File: src/rtl/cpu_clock_ctrl_pkg.sv
// Shared definitions for the CPU clock controller: state encoding and width defaults.
// The state encoding is also consumed by the core's debug logic.
package cpu_clock_ctrl_pkg;

  typedef enum logic [1:0] {
    ST_HALT = 2'd0,
    ST_RUN  = 2'd1,
    ST_STEP = 2'd2,
    ST_TRAP = 2'd3
  } cpu_state_t;

  localparam int DIV_WIDTH_DEF = 8;
  localparam int CNT_WIDTH_DEF = 32;

  // Divider only counts while the core is being paced.
  function automatic logic is_active(input cpu_state_t s);
    return (s == ST_RUN) || (s == ST_STEP);
  endfunction

endpackage

File: src/rtl/cpu_clock_ctrl_clk_divider.sv
// Reloadable down-counter producing a combinational tick while active.
// The counter is cleared whenever inactive so the first active cycle ticks immediately.
module clk_divider #(
  parameter int DIV_WIDTH = 8
) (
  input  logic                 clk,
  input  logic                 rst,
  input  logic                 active,
  input  logic [DIV_WIDTH-1:0] div,
  output logic                 tick
);

  localparam logic [DIV_WIDTH-1:0] DIV_ONE = DIV_WIDTH'(1);

  logic [DIV_WIDTH-1:0] div_cnt;

  assign tick = active && (div_cnt == '0);

  // div is sampled only at reload, so ratio changes take effect at the next period.
  always_ff @(posedge clk) begin
    if (rst || !active) begin
      div_cnt <= '0;
    end else if (tick) begin
      div_cnt <= div;
    end else begin
      div_cnt <= div_cnt - DIV_ONE;
    end
  end

endmodule

File: src/rtl/cpu_clock_ctrl.sv
// Run/halt/single-step controller: issues a divided one-cycle clock enable to the core
// and counts the enables issued.
module cpu_clock_ctrl
  import cpu_clock_ctrl_pkg::*;
#(
  parameter int DIV_WIDTH = DIV_WIDTH_DEF,
  parameter int CNT_WIDTH = CNT_WIDTH_DEF
) (
  input  logic                 clk,
  input  logic                 rst,
  input  logic                 run,
  input  logic                 halt_req,
  input  logic                 step_req,
  input  logic                 cpu_halted,
  input  logic [DIV_WIDTH-1:0] div,
  input  logic                 clr_count,
  output logic                 cpu_en,
  output logic                 step_done,
  output logic [1:0]           state,
  output logic [CNT_WIDTH-1:0] cycle_count
);

  localparam logic [CNT_WIDTH-1:0] CNT_ONE = CNT_WIDTH'(1);

  cpu_state_t state_q, state_d;
  logic       en_d, step_done_d;
  logic       tick;

  clk_divider #(.DIV_WIDTH(DIV_WIDTH)) u_div (
    .clk    (clk),
    .rst    (rst),
    .active (is_active(state_q)),
    .div    (div),
    .tick   (tick)
  );

  assign state = state_q;

  // Exits are checked before the tick, so an exiting edge never issues an enable.
  always_comb begin
    state_d     = state_q;
    en_d        = 1'b0;
    step_done_d = 1'b0;
    case (state_q)
      ST_HALT: begin
        if (step_req) state_d = ST_STEP;
        else if (run) state_d = ST_RUN;
      end
      ST_RUN: begin
        if (halt_req || !run) state_d = ST_HALT;
        else if (cpu_halted)  state_d = ST_TRAP;
        else                  en_d    = tick;
      end
      ST_STEP: begin
        if (halt_req)        state_d = ST_HALT;
        else if (cpu_halted) state_d = ST_TRAP;
        else if (tick) begin
          state_d     = ST_HALT;
          en_d        = 1'b1;
          step_done_d = 1'b1;
        end
      end
      ST_TRAP: begin
        if (!run) state_d = ST_HALT;
      end
      default: state_d = ST_HALT;
    endcase
  end

  always_ff @(posedge clk) begin
    if (rst) begin
      state_q     <= ST_HALT;
      cpu_en      <= 1'b0;
      step_done   <= 1'b0;
      cycle_count <= '0;
    end else begin
      state_q   <= state_d;
      cpu_en    <= en_d;
      step_done <= step_done_d;
      if (clr_count) cycle_count <= '0;
      else if (cpu_en) cycle_count <= cycle_count + CNT_ONE;
    end
  end

endmodule

File: config.mk
export PLATFORM = sky130hd
export DESIGN_NAME = cpu_clock_ctrl
export DESIGN_NICKNAME = d
export VERILOG_FILES = /design/src/rtl/cpu_clock_ctrl_pkg.sv /design/src/rtl/cpu_clock_ctrl_clk_divider.sv /design/src/rtl/cpu_clock_ctrl.sv
export SDC_FILE = /design/constraint.sdc
export NUM_CORES = 1
export LEC_CHECK = 0
export ABC_AREA = 1
export BUFFER_PORTS_ARGS = -buffer_cell sky130_fd_sc_hd__buf_2
export CAP_MARGIN = 15
export CORE_MARGIN = 4
export CORE_UTILIZATION = 30
export DETAILED_ROUTE_END_ITERATION = 7
export SKIP_LAST_GASP = 1
export SYNTH_ARGS = -nofsm -noshare
export SYNTH_HDL_FRONTEND = slang
export SYNTH_SLANG_ARGS = --single-unit
File: constraint.sdc
create_clock -name clk -period 2.61 [get_ports clk]
set_input_delay 0.522 -clock clk [delete_from_list [all_inputs] [get_ports clk]]
set_output_delay 0.522 -clock clk [all_outputs]
set_load 0.005 [all_outputs]
==> summary.log <==
INFO  route          wirelength=6290um
INFO  critical_path  criticalPathCategory=reg -> out
INFO  power_and_ir_drop power_switching_share=0.341
INFO  route          drt_iter0_markers=104
INFO  timing         finalHoldViolations=0
INFO  clock_network  ctsHtreeMaxLevel=2
INFO  floorplan      die_area=0.0101mm2
INFO  timing         setup_total_negative_slack=0ns
INFO  route          drt_pre_antenna_iters=4
INFO  timing         timing.max_slew.rel_slack=0.644
INFO  clock_network  tritoncts=yes
INFO  cells_and_area insertedDiodeCount=0
INFO  cells_and_area final.fill_count=880
INFO  global_routing gr-total-overflow=0
INFO  critical_path  critical_path.top_delay_family=flip-flops
INFO  floorplan      initial_core_util=0.310
INFO  cells_and_area finish.net_count=464
INFO  timing         timing.fmax=587MHz
INFO  logic_synthesis synth_sequential_area_ratio=0.342
INFO  power_and_ir_drop power_density=553mW/mm2
INFO  critical_path  cp_num_buf_inv=1
INFO  critical_path  cp_data_arrival_time=1.18ns
INFO  clock_network  clk_latency=0.30ns
INFO  global_routing gr-usage-all-layers=0.128
INFO  cells_and_area seqCellArea=881um2
INFO  cells_and_area multi_input_gate_area=0.00149mm2
INFO  route          detail_route.wl_per_cell=11.5um
INFO  critical_path  worstPathRequired=2.09ns
INFO  floorplan      num_io_pins=51
INFO  timing         fin_crit=1.70ns
INFO  clock_network  ctsLongestPathBuffers=2
INFO  power_and_ir_drop power.ir.vdd_worst=0.000408V
INFO  timing         worst-slew-pin-transition=0.534ns
INFO  clock_network  post_cts.repair.setup_buffers=0
INFO  floorplan      floorplan.die.height=101um
INFO  clock_network  cts.sink_count=44
INFO  floorplan      placement_rows=33
INFO  critical_path  kind_of_start_point_of_the_critical_path=flip-flop
INFO  placed_design  detailed_placement_wirelength_estimate=5040um
INFO  power_and_ir_drop power.switching=573uW
INFO  clock_network  postcts_resize_cnt=0
INFO  clock_network  cts-hold-fix-buffers=0
INFO  critical_path  crit_chain=buf_2
INFO  placed_design  gp_routability_congestion=0.797
INFO  job            cap_viol_max_count=0
INFO  cells_and_area layout_common_cells=sky130_fd_sc_hd__nand2_1, sky130_fd_sc_hd__nor2_1, sky130_fd_sc_hd__buf_2
INFO  clock_network  clock-root-buffer=sky130_fd_sc_hd__clkbuf_8
INFO  logic_synthesis postSynthCellCount=386
INFO  timing         final_max_slew_viols=0
INFO  critical_path  critical_path.slowest_cell=sky130_fd_sc_hd__dfxtp_1
INFO  global_routing grt_start_max_net_pins=20
INFO  logic_synthesis synth_nets=409
INFO  cells_and_area commonest_non_fill_non_tap_cell_in_the_layout=sky130_fd_sc_hd__nand2_1
INFO  logic_synthesis syn-mean-instance-area=6.67um2
INFO  clock_network  clk_pin_slew_worst_paths=0.08ns
INFO  cells_and_area layout-area-overhead-vs-synth=18.2%
INFO  global_routing first_global_vias=2,366
INFO  timing         worst_clock_skew=0.0102ns
INFO  timing         grt_setup_unrepaired=false
INFO  route          post-route-drc-count=0
INFO  global_routing grt_first_pass_wirelength=10,700um
INFO  logic_synthesis dominantRegCellSynth=sky130_fd_sc_hd__dfxtp_1
INFO  run_status     run_status=complete, no violations
INFO  floorplan      placeableCoreArea=0.00830mm2
INFO  critical_path  crit_path_max_fanout=12
INFO  logic_synthesis flip_flop_and_latch_count_after_synthesis=44
INFO  power_and_ir_drop design_power_total=1680uW
INFO  logic_synthesis synth_async_sr_flop_share=0
INFO  power_and_ir_drop p_int=1110uW
INFO  power_and_ir_drop p_clk_frac=0.275
INFO  timing         setup_viol=0
INFO  global_routing antenna_found_initial=0
INFO  hold_path      hold_path_class=in -> reg
INFO  critical_path  slowest_delay=0.66ns
INFO  route          total_via_count_in_the_routed_design=2,516
INFO  critical_path  element_type_at_the_critical_path_end=output pin
INFO  power_and_ir_drop share_seq_of_total_power=0.455
INFO  route          antenna_left=0
INFO  power_and_ir_drop leakagePower=0.00132uW
INFO  logic_synthesis synth_area=0.00257mm2
INFO  route          routed_via_density=4.60
INFO  placed_design  buffer_ports.inserted=50
INFO  logic_synthesis synth-edff-count=0
INFO  power_and_ir_drop pwr-share-comb=0.271
INFO  logic_synthesis synth.lib_cells_used.distinct=30
INFO  cells_and_area drive_above_1_share=0.219
INFO  floorplan      die-width=101um
INFO  timing         fin_crit_sh=0.653
INFO  logic_synthesis yosysWarningCount=0
INFO  clock_network  numCtsBuffers=5
-- per-stage QoR --
stage,std cells,utilization,hold slack (ns),cell area [um2],setup slack (ns)
global route,547,0.367,0.423,3040,0.729
detailed placement,539,0.355,0.459,2950,0.895
finish,547,0.367,0.437,3040,0.906
floorplan,386,-,0.428,2570,1.12
CTS,547,0.367,0.418,3040,0.884
global placement,539,0.355,0.455,2950,0.957
-- power by group through the flow --
stage | Clock, uW | Sequential (uW) | Combinational [uW]
floorplan | 0 | 772 | 366
global placement | 0 | 778 | 447
detailed placement | 0 | 780 | 463
CTS | 480 | 765 | 464
global route | 502 | 773 | 524
finish | 461 | 764 | 455
-- cell families after synthesis --
| logic type | share of synthesized area |
|---|---|
| AOI/OAI and AO/OA | 0.0856 |
| xor gates and xnor gates | 0.0204 |
| adders and majority gates | 0.0389 |
| buffers and inverters | 0.0802 |
| DFF | 0.342 |
| and+or+nand+nor | 0.433 |
-- cells in the mapped netlist (3+ instances only) --
master | number | area, um2
sky130_fd_sc_hd__nand2_2 | 8 | 50.1
sky130_fd_sc_hd__o21ai_0 | 17 | 85.1
sky130_fd_sc_hd__nand3_1 | 19 | 95.1
sky130_fd_sc_hd__inv_2 | 6 | 22.5
sky130_fd_sc_hd__buf_2 | 3 | 15.0
sky130_fd_sc_hd__a21oi_1 | 16 | 80.1
sky130_fd_sc_hd__xor2_1 | 4 | 35.0
sky130_fd_sc_hd__nand4_1 | 11 | 68.8
sky130_fd_sc_hd__nor3_1 | 6 | 30.0
sky130_fd_sc_hd__dfxtp_1 | 44 | 881
sky130_fd_sc_hd__ha_1 | 8 | 100
sky130_fd_sc_hd__nand2_1 | 89 | 334
sky130_fd_sc_hd__nand3_2 | 4 | 40.0
sky130_fd_sc_hd__o21bai_1 | 4 | 30.0
sky130_fd_sc_hd__inv_1 | 43 | 161
sky130_fd_sc_hd__nor2_1 | 73 | 274
sky130_fd_sc_hd__nor2_4 | 8 | 90.1
sky130_fd_sc_hd__nor2_2 | 8 | 50.1
-- flip-flops by register name (all words and copies together) (netlist names) --
signal,count
cycle_count,32
cpu_en,1
step_done,1
u_div.div_cnt,8
state,2
-- routing by layer --
metal / share of wire / GRT usage / up-vias
met3: 0.051 / 0.0304 / 7
li1: - / - / 1331
met4: 0.014 / 0.0342 / 0
met2: 0.50 / 0.230 / 46
met1: 0.44 / 0.152 / 1132
met5: 0 / 0 / -
-- layout make-up --
cell class / count / share of cell area
clock buffer: 7 / 0.0284
clock inverter: 1 / 0.00247
inverter: 49 / 0.0605
multi-input combinational: 289 / 0.489
sequential: 44 / 0.290
tap: 105 / 0.0432
timing repair buffer: 52 / 0.0872
-- final timing paths --
kind | from | end | slack (ns) | depth (start not counted)
setup / recovery | cpu_en | cpu_en | 0.91 | 1
hold / removal | rst | step_done | 0.44 | 2
setup reg to reg | state[1] | state[1] | 0.92 | 9
hold reg to reg | u_div.div_cnt[0] | u_div.div_cnt[0] | 0.47 | 1
Power figures use the tool's default switching activity.
